--- src/rtl/host_arb_pkg.sv ---
// rtl/host_arb_pkg.sv - shared encodings and constants for the host bus arbiter
// Purpose: FSM state encoding, master index constants and read-latency limits
//   shared by host_bus_arb and host_arb_pick.
// Ports: none (package).
package host_arb_pkg;

   typedef enum logic [1:0] {
      ST_IDLE  = 2'd0,
      ST_ISSUE = 2'd1,
      ST_WAIT  = 2'd2,
      ST_DONE  = 2'd3
   } arb_state_e;

   localparam logic M0 = 1'b0;
   localparam logic M1 = 1'b1;

   // Largest supported read latency; the latency counter is sized from it.
   localparam int RD_LAT_MAX = 7;
   localparam int LAT_W      = $clog2(RD_LAT_MAX + 1);

endpackage

--- src/rtl/host_arb_pick.sv ---
// rtl/host_arb_pick.sv - combinational two-way winner select
// Purpose: picks the master to grant from the current requests. A lone
//   requester always wins. On contention the master that was not granted
//   last wins (round-robin), or with HOST_ARB_FIXED_PRIO_EN defined master 0
//   always wins.
// Ports: req[1:0] request per master (bit index = master index);
//   last_grant most recently granted master; winner selected master index,
//   meaningful only while at least one req bit is high.
module host_arb_pick
   import host_arb_pkg::*;
(
   input  logic [1:0] req,
   input  logic       last_grant,
   output logic       winner
);

   always_comb begin
      winner = last_grant;
      if (req == 2'b01) begin
         winner = M0;
      end else if (req == 2'b10) begin
         winner = M1;
      end else if (req == 2'b11) begin
`ifdef HOST_ARB_FIXED_PRIO_EN
         winner = M0;
`else
         winner = ~last_grant;
`endif
      end
   end

endmodule

--- src/rtl/host_bus_arb.sv ---
// rtl/host_bus_arb.sv - two-master host bus arbiter and transfer sequencer
// Purpose: shares the host register bus between the processor bridge
//   (master 0) and the register sequencer (master 1). One transfer at a time:
//   one-cycle rd/wr strobe, read data captured RD_LAT cycles after the strobe,
//   one-cycle ack to the owning master.
// Ports: host_clk / host_rst_l clock and async active-low reset;
//   mN_req/mN_wr/mN_addr/mN_wr_data request side and mN_ack/mN_rd_data
//   completion side for each master; host_addr/host_wr_data/host_rd_en/
//   host_wr_en/host_rd_data bus side; arb_busy high outside IDLE; arb_owner
//   current or last granted master.
// Config: HOST_ARB_FIXED_PRIO_EN selects fixed priority (master 0 wins
//   contention) instead of round-robin.
module host_bus_arb
   import host_arb_pkg::*;
#(
   parameter int RD_LAT = 1,
   parameter int AW     = 16,
   parameter int DW     = 16
) (
   input  logic          host_clk,
   input  logic          host_rst_l,
   input  logic          m0_req,
   input  logic          m0_wr,
   input  logic [AW-1:0] m0_addr,
   input  logic [DW-1:0] m0_wr_data,
   output logic          m0_ack,
   output logic [DW-1:0] m0_rd_data,
   input  logic          m1_req,
   input  logic          m1_wr,
   input  logic [AW-1:0] m1_addr,
   input  logic [DW-1:0] m1_wr_data,
   output logic          m1_ack,
   output logic [DW-1:0] m1_rd_data,
   output logic [AW-1:0] host_addr,
   output logic [DW-1:0] host_wr_data,
   output logic          host_rd_en,
   output logic          host_wr_en,
   input  logic [DW-1:0] host_rd_data,
   output logic          arb_busy,
   output logic          arb_owner
);

   arb_state_e       state_q, state_d;
   logic [LAT_W-1:0] lat_cnt_q, lat_cnt_d;
   logic             wr_q, wr_d;
   logic [AW-1:0]    host_addr_q, host_addr_d;
   logic [DW-1:0]    host_wr_data_q, host_wr_data_d;
   logic             host_rd_en_q, host_rd_en_d;
   logic             host_wr_en_q, host_wr_en_d;
   logic             m0_ack_q, m0_ack_d;
   logic             m1_ack_q, m1_ack_d;
   logic [DW-1:0]    m0_rd_data_q, m0_rd_data_d;
   logic [DW-1:0]    m1_rd_data_q, m1_rd_data_d;
   logic             arb_owner_q, arb_owner_d;
   logic             last_grant_q, last_grant_d;
   logic             arb_busy_q, arb_busy_d;

   logic             win;
   logic             capture;
   logic             finish;

   host_arb_pick u_pick (
      .req        ({m1_req, m0_req}),
      .last_grant (last_grant_q),
      .winner     (win)
   );

   always_comb begin
      state_d        = state_q;
      lat_cnt_d      = lat_cnt_q;
      wr_d           = wr_q;
      host_addr_d    = host_addr_q;
      host_wr_data_d = host_wr_data_q;
      host_rd_en_d   = 1'b0;
      host_wr_en_d   = 1'b0;
      m0_ack_d       = 1'b0;
      m1_ack_d       = 1'b0;
      m0_rd_data_d   = m0_rd_data_q;
      m1_rd_data_d   = m1_rd_data_q;
      arb_owner_d    = arb_owner_q;
      last_grant_d   = last_grant_q;
      capture        = 1'b0;
      finish         = 1'b0;

      case (state_q)
         ST_IDLE: begin
            if (m0_req || m1_req) begin
               arb_owner_d    = win;
               last_grant_d   = win;
               wr_d           = (win == M1) ? m1_wr      : m0_wr;
               host_addr_d    = (win == M1) ? m1_addr    : m0_addr;
               host_wr_data_d = (win == M1) ? m1_wr_data : m0_wr_data;
               // Strobes are registered so they are high exactly in ISSUE.
               host_wr_en_d   = wr_d;
               host_rd_en_d   = ~wr_d;
               state_d        = ST_ISSUE;
            end
         end
         ST_ISSUE: begin
            if (wr_q) begin
               finish = 1'b1;
            end else if (RD_LAT == 0) begin
               capture = 1'b1;
               finish  = 1'b1;
            end else begin
               lat_cnt_d = LAT_W'(RD_LAT - 1);
               state_d   = ST_WAIT;
            end
         end
         ST_WAIT: begin
            if (lat_cnt_q == '0) begin
               capture = 1'b1;
               finish  = 1'b1;
            end else begin
               lat_cnt_d = lat_cnt_q - LAT_W'(1);
            end
         end
         ST_DONE: begin
            // req is deliberately ignored here so a requester that drops on
            // ack is never re-granted.
            state_d = ST_IDLE;
         end
         default: state_d = ST_IDLE;
      endcase

      if (finish) begin
         state_d  = ST_DONE;
         m0_ack_d = (arb_owner_q == M0);
         m1_ack_d = (arb_owner_q == M1);
      end

      if (capture) begin
         if (arb_owner_q == M1) begin
            m1_rd_data_d = host_rd_data;
         end else begin
            m0_rd_data_d = host_rd_data;
         end
      end

      arb_busy_d = (state_d != ST_IDLE);
   end

   always_ff @(posedge host_clk or negedge host_rst_l) begin
      if (!host_rst_l) begin
         state_q        <= ST_IDLE;
         lat_cnt_q      <= '0;
         wr_q           <= 1'b0;
         host_addr_q    <= '0;
         host_wr_data_q <= '0;
         host_rd_en_q   <= 1'b0;
         host_wr_en_q   <= 1'b0;
         m0_ack_q       <= 1'b0;
         m1_ack_q       <= 1'b0;
         m0_rd_data_q   <= '0;
         m1_rd_data_q   <= '0;
         // Owner/last grant start at master 1 so master 0 wins the first
         // contest.
         arb_owner_q    <= M1;
         last_grant_q   <= M1;
         arb_busy_q     <= 1'b0;
      end else begin
         state_q        <= state_d;
         lat_cnt_q      <= lat_cnt_d;
         wr_q           <= wr_d;
         host_addr_q    <= host_addr_d;
         host_wr_data_q <= host_wr_data_d;
         host_rd_en_q   <= host_rd_en_d;
         host_wr_en_q   <= host_wr_en_d;
         m0_ack_q       <= m0_ack_d;
         m1_ack_q       <= m1_ack_d;
         m0_rd_data_q   <= m0_rd_data_d;
         m1_rd_data_q   <= m1_rd_data_d;
         arb_owner_q    <= arb_owner_d;
         last_grant_q   <= last_grant_d;
         arb_busy_q     <= arb_busy_d;
      end
   end

   assign host_addr    = host_addr_q;
   assign host_wr_data = host_wr_data_q;
   assign host_rd_en   = host_rd_en_q;
   assign host_wr_en   = host_wr_en_q;
   assign m0_ack       = m0_ack_q;
   assign m1_ack       = m1_ack_q;
   assign m0_rd_data   = m0_rd_data_q;
   assign m1_rd_data   = m1_rd_data_q;
   assign arb_owner    = arb_owner_q;
   assign arb_busy     = arb_busy_q;

endmodule

--- config.mk ---
export PLATFORM = sky130hd
export DESIGN_NAME = host_bus_arb
export DESIGN_NICKNAME = d
export VERILOG_FILES = /design/src/rtl/host_arb_pkg.sv /design/src/rtl/host_arb_pick.sv /design/src/rtl/host_bus_arb.sv
export SDC_FILE = /design/constraint.sdc
export NUM_CORES = 1
export LEC_CHECK = 0
export CAP_MARGIN = 15
export CORE_UTILIZATION = 45
export CTS_CLUSTER_DIAMETER = 40
export CTS_CLUSTER_SIZE = 40
export DETAILED_ROUTE_END_ITERATION = 8
export GPL_TIMING_DRIVEN = 0
export PLACE_DENSITY_LB_ADDON = 0.3
export SYNTH_ARGS = -nofsm -noshare
export SYNTH_HDL_FRONTEND = slang
export SYNTH_SLANG_ARGS = --single-unit
--- constraint.sdc ---
create_clock -name host_clk -period 4 [get_ports host_clk]
set_input_delay 0.4 -clock host_clk [delete_from_list [all_inputs] [get_ports host_clk]]
set_output_delay 0.4 -clock host_clk [all_outputs]
set_load 0.05 [all_outputs]
==> impl_metrics.json, run 1 <==
{
  "power.density_nw_per_um2": 967.5,
  "max_slew.worst_pin.slew_ns": 0.5536,
  "final_layout_size_suffix_gt1_share_pct": 13.28,
  "area_delta_synth_final_pct": 56.31,
  "cts_setup_buffers": 0,
  "hold_class": "primary input to async pin",
  "synth_cell_type_count": 33,
  "postPlaceCellArea_um2": 5091,
  "grt_pass1_wl_mm": 13.90,
  "portBuffers": 155,
  "setup_slack_ns": 1.920,
  "yosysMostFrequentCell": "dfrtp_1",
  "ir_worst_vdd_v": 0.0004804,
  "synth_top_family_by_area": "simple AND/OR/NAND/NOR gates",
  "grt_usage_pct": 23.53,
  "synthAdderAreaFrac_pct": 1.845,
  "synth_edf_count": 0,
  "die_y_um": 88.81,
  "first_global_vias": 2972,
  "ctsHoldBuffers": 1,
  "placementRows": 31,
  "fin_area_um2": 5300,
  "hold_viol_final": 0,
  "critPathTopFamily": "buffers and inverters",
  "endpoint_kind": "output port",
  "fmax_ghz": 0.4808,
  "rsz0062_at_grt": "no",
  "fill_cells": 533,
  "synth_xor_area_share_pct": 0,
  "cts.root.buffer_cell": "clkbuf_8",
  "path_buf_inv": 1,
  "synth_nets": 400,
  "cts_tree": "built",
  "critPathLaunchType": "flop",
  "syn_area_um2": 3391,
  "route.detailed.drc": 0,
  "whs_ns": 0.4077,
  "critPathSlowestCell": "clkdlybuf4s50_1",
  "synthSimpleGateAreaFrac_pct": 13.03,
  "worstSkewPairLatency_ns": 0.34,
  "place_ws_ns": 1.900,
  "io-pin-count": 156,
  "overflow": 0,
  "core-area_um2": 7253,
  "wl_mm": 9.052,
  "num_vias": 3060,
  "routedWlPerCell_um": 15.58,
  "finalNetCount": 568,
  "ys_seq_area_share_pct": 56.13,
  "cts_buffers": 9,
  "syn_inst": 309,
  "synth.area.top_cells": "dfrtp_1 (55%), mux2_2 (7.3%), a31oi_1 (6.1%), nand3_1 (5.3%), o21ai_0 (5.2%)",
  "status": "complete, no violations",
  "synth_area_leader_cell": "dfrtp_1",
  "drtIter0Drc": 155,
  "fin_skew_ns": 0.01179,
  "cp_max_fo": 2,
  "dr.pass1.iters": 4,
  "ys_ff_latch": 76,
  "maxSlewHeadroom_pct": 63.09,
  "dieArea_um2": 7886,
  "grt_max_degree": 73,
  "synth_top_area_share_pct": 55.35,
  "cts_max_path_buffers": 2,
  "ys_warn_count": 0,
  "p_leak_nw": 2.161,
  "dominantRegCellSynth": "dfrtp_1",
  "antenna_cells": 0,
  "synth_compound_area_share_pct": 12.99,
  "cap_viol_max_count": 0,
  "hpwl_mm": 6.788,
  "ant_nets": 0,
  "dieWidth_um": 88.81,
  "required_ns": 3.60,
  "gp_congestion": 0.7465,
  "cts_max_level": 3,
  "syn_avg_cell_area_um2": 10.97,
  "path_cells": "clkdlybuf4s50_1",
  "synthMuxAreaShare_pct": 11.73,
  "period_share_pct": 52.00,
  "timing.final.crit_period_ns": 2.080,
  "ctsResizeCount": 0,
  "arrival_ns": 1.68,
  "synth_common_cells": "dfrtp_1 (75), nand3_1 (36), nor2_1 (36)",
  "critPathMaxStageDelay_ns": 0.82,
  "power_w": 0.005128,
  "viasPerCell": 5.267,
  "final_util_pct": 73.07,
  "report.final.slew_viol_count": 0,
  "clkTransAtPathRegs_ns": 0.07,
  "start_util_pct": 46.75,
  "synthArstFlopShare_pct": 100.0,
  "setup_viol": 0,
  "antenna_found_initial": 0,
  "cts.sinks": 76,
  "worstSetupPathType": "flop to output port"
}
[sequential cells by signal, summed over array words and instances (netlist names)]
register	flops
lat_cnt_q	3
host_wr_data	16
wr_q	1
m1_ack	1
host_addr	16
last_grant_q	1
m0_ack	1
state_q	2
host_rd_en	1
arb_busy	1
host_wr_en	1
m1_rd_data	16
m0_rd_data	16
[power breakdown]
group | switching, W | leakage, nW | total (W) | internal (W)
registers | 0.000191 | 0.884 | 0.00134 | 0.00115
clock network | 0.000272 | 0.102 | 0.000576 | 0.000304
logic | 0.00203 | 1.17 | 0.00321 | 0.00118
[worst reg2reg max path, stage by stage (launching register included)]
cell and delay [ns]:
dfrtp_1 0.41, inv_1 0.09, ha_1 0.29, and3b_4 0.25, and2_4 0.14, buf_6 0.13
buf_12 0.15, mux2_4 0.31
[cells in the final DEF, fill, tap and decap left out, types with 2 or more instances in the layout]
cell and instances:
o221ai_1 2, clkbuf_1 18, or2_2 2, buf_2 4, clkdlybuf4s50_1 154, nor2_1 36, mux2_2 22, nand3_1 36
buf_4 2, ha_1 5, nand2b_1 2, clkinv_2 3, and2_1 2, mux2_4 10, dfrtp_1 75, o21ai_0 35
inv_1 5, a31oi_1 33, clkbuf_8 10, nand2_1 5
[worst paths after layout]
check                          startpoint              to  slack [ns]  depth (start not counted)
setup / recovery             last_grant_q       arb_owner        1.92                          1
hold / removal                 host_rst_l  m0_rd_data[15]        0.41                          2
setup reg to reg               state_q[0]  m0_rd_data[15]        2.10                          7
hold reg to reg            m1_rd_data[11]  m1_rd_data[11]        0.51                          1
max in group asynchronous      host_rst_l    last_grant_q        3.01                          3
min in group host_clk      m1_rd_data[11]  m1_rd_data[11]        0.51                          1
[layer usage]
layer  routed length (µm)  up-vias  global-route usage [%]
met5                    0        -                       0
met4                  151        0                   9.091
met3                 1049       17                   9.235
met2                 4382      148                   39.44
met1                 3469     1461                   27.22
li1                     -     1434                       -
[per-stage QoR]
step | std cells | TNS, ns
after floorplan | 309 | 0
after global placement | 563 | -5.358
after detailed placement | 564 | 0
after CTS | 581 | 0
after global routing | 581 | 0
final | 581 | 0
[cell type report]
class / count / area, µm² / share of cell area [%]
buffer: 25 / 126.4 / 2.384
clock buffer: 10 / 137.6 / 2.597
clock inverter: 6 / 61.31 / 1.157
inverter: 5 / 18.77 / 0.3541
multi-input combinational: 203 / 1343 / 25.33
sequential: 76 / 1903 / 35.91
tap: 99 / 123.9 / 2.337
timing repair buffer: 157 / 1587 / 29.93
[cells by family after synthesis]
logic type / count (synthesis)
flops: 76
fa+ha+maj: 5
mux: 32
simple gates: 91
buf+inv: 30
compound gates: 75
Power figures use the tool's default switching activity.
==> run 2: changes to the inputs <==
- CORE_UTILIZATION: 45 -> 41
- clock period: 4 -> 2 ns (I/O delays scaled with it)
==> run 2 against run 1 <==
Largest cell class unchanged. Sequential power rose by 100%. Critical endpoint unchanged. Worst hold slack got worse by 0.055 ns. Flip-flop and latch count did not move. Highest routed layer unchanged. Final cell count rose by 0.52%. Total power rose by 99%. Design area barely moved. Clock-buffer cell count fell by 1. Via count fell by 0.39%. First-iteration DRC count fell by 40%. Clock skew fell by 0.0038 ns. Largest power group unchanged.
==> impl_metrics.json, run 2 (synthesis results as in run 1) <==
{
  "viasPerCell": 5.219,
  "portBuffers": 155,
  "endpoint_kind": "output port",
  "cts_tree": "built",
  "cts.root.buffer_cell": "clkbuf_8",
  "grt_usage_pct": 22.61,
  "grt_pass1_wl_mm": 15.10,
  "start_util_pct": 43.21,
  "timing.critical_path.from": "last_grant_q",
  "cts.sinks": 76,
  "drtIter0Drc": 93,
  "dieArea_um2": 8638,
  "maxSlewHeadroom_pct": 63.34,
  "layout_commonest_cell": "clkdlybuf4s50_1",
  "timing.final.crit_period_ns": 1.889,
  "cts_max_path_buffers": 2,
  "power.density_nw_per_um2": 1929,
  "worstSetupPathType": "flop to output port",
  "internal_power_w": 0.005138,
  "crit_cells": 1,
  "report.final.slew_viol_count": 0,
  "dr.pass1.iters": 4,
  "cts_max_level": 3,
  "ant_nets": 0,
  "critPathLaunchType": "flop",
  "power_frac_clock_pct": 10.8,
  "fin_skew_ns": 0.007980,
  "antenna_cells": 0,
  "final_layout_size_suffix_gt1_share_pct": 14.11,
  "wl_mm": 9.264,
  "endpoint": "arb_owner",
  "cts_buffers": 9,
  "required_ns": 1.80,
  "period_share_pct": 94.43,
  "antenna_found_initial": 0,
  "critPathMaxStageDelay_ns": 0.81,
  "dieWidth_um": 92.94,
  "grt_max_degree": 45,
  "area_delta_synth_final_pct": 56.16,
  "setup_viol": 0,
  "fmax_ghz": 0.5295,
  "finalNetCount": 568,
  "path_buf_inv": 1,
  "hold_class": "primary input to async pin",
  "reg2reg_from": "state_q[0]",
  "num_vias": 3048,
  "overflow": 0,
  "arrival_ns": 1.69,
  "placementRows": 32,
  "status": "complete, no violations",
  "first_global_vias": 3070,
  "cp_max_fo": 2,
  "r2r-end": "m0_rd_data[2]",
  "route.detailed.drc": 0,
  "switching_power_w": 0.005076,
  "power_switching_share_pct": 49.70,
  "r2r_setup_slack_ns": 0.14,
  "reg2regPathDepth": 7,
  "seq_power_share_pct": 26.2,
  "core-area_um2": 7848,
  "hpwl_mm": 6.854,
  "clkTransAtPathRegs_ns": 0.09,
  "critPathTopFamily": "buffers and inverters",
  "gp_congestion": 0.8092,
  "routedWlPerCell_um": 15.86,
  "critPathSlowestCell": "clkdlybuf4s50_1",
  "combPwrFrac_pct": 63.0,
  "io-pin-count": 156,
  "layout_common_cells": "clkdlybuf4s50_1 (154), dfrtp_1 (75), nor2_1 (36), nand3_1 (36), o21ai_0 (35)",
  "path_cells": "clkdlybuf4s50_1",
  "ir_worst_vdd_v": 0.0008757,
  "cap_viol_max_count": 0,
  "worstSkewPairLatency_ns": 0.34,
  "max_slew.worst_pin.slew_ns": 0.5481,
  "die_y_um": 92.94,
  "p_leak_nw": 2.151,
  "hold_viol_final": 0,
  "finalSetupTns_ns": 0,
  "final_util_pct": 67.47
}
run 2: cell types whose count changed in the layout (fill, tap and decap cells not counted), moves of 2 or more:
| cell | change |
|---|---|
| clkinv_2 | -3 |
| clkinvlp_4 | +2 |
| clkbuf_1 | -4 |
| clkbuf_2 | +3 |
run 2: area by class of cell:
type / count / area [µm²]
clock inverter: 7 / 60.06
inverter: 5 / 18.77
buffer: 25 / 130.1
sequential: 76 / 1903
clock buffer: 9 / 123.9
timing repair buffer: 157 / 1587
tap: 102 / 127.6
multi-input combinational: 203 / 1345
fill: 636 / 2552
run 2: worst min-delay path by stage:
stage | end | slack, ns | depth (start not counted)
final | m0_rd_data[15] | 0.35 | 2
after global placement | m1_rd_data[9] | 0.49 | 1
after detailed placement | m0_rd_data[15] | 0.18 | 1
after floorplan | arb_busy | -0.1 | 0
after global routing | m0_rd_data[15] | 0.38 | 2
after CTS | m0_rd_data[7] | 0.35 | 2
run 2: power by group through the flow:
stage | clock (W) | sequential, W | combinational (W)
floorplan | 0 | 0.00515 | 0.00184
global placement | 0 | 0.00267 | 0.00634
detailed placement | 0 | 0.00271 | 0.00644
CTS | 0.00112 | 0.00268 | 0.00646
global route | 0.00118 | 0.00277 | 0.00679
finish | 0.00110 | 0.00268 | 0.00644
run 2: what timing repair did:
item / 4_1_cts / 5_1_grt
hold endpoints to repair: 32 / 0
hold buffers: 1 / 0
resized for setup: 0 / 8
setup buffers: 0 / 0
endpoints found under the setup margin: 0 / 27
run 2: through the flow:
step	hold WS [ns]	area [µm²]	setup slack, ns	cells	power (W)
3_3_place_gp	0.4852	5070	-1.955	566	0.009017
4_1_cts	0.3494	5289	0.07032	584	0.01027
3_5_place_dp	0.1751	5095	0.09473	567	0.009152
2_1_floorplan	-0.09559	3391	0.2610	309	0.006989
6_report	0.3527	5295	0.1115	584	0.01021
5_1_grt	0.3780	5295	-0.0003284	584	0.01074
run 2: metal layers:
layer	global-route usage, %	share of wire [%]	up-vias
met5	0	0	-
met4	7.821	1.4	0
met3	7.635	9.7	11
met2	37.13	47	141
met1	27.71	42	1457
li1	-	-	1439
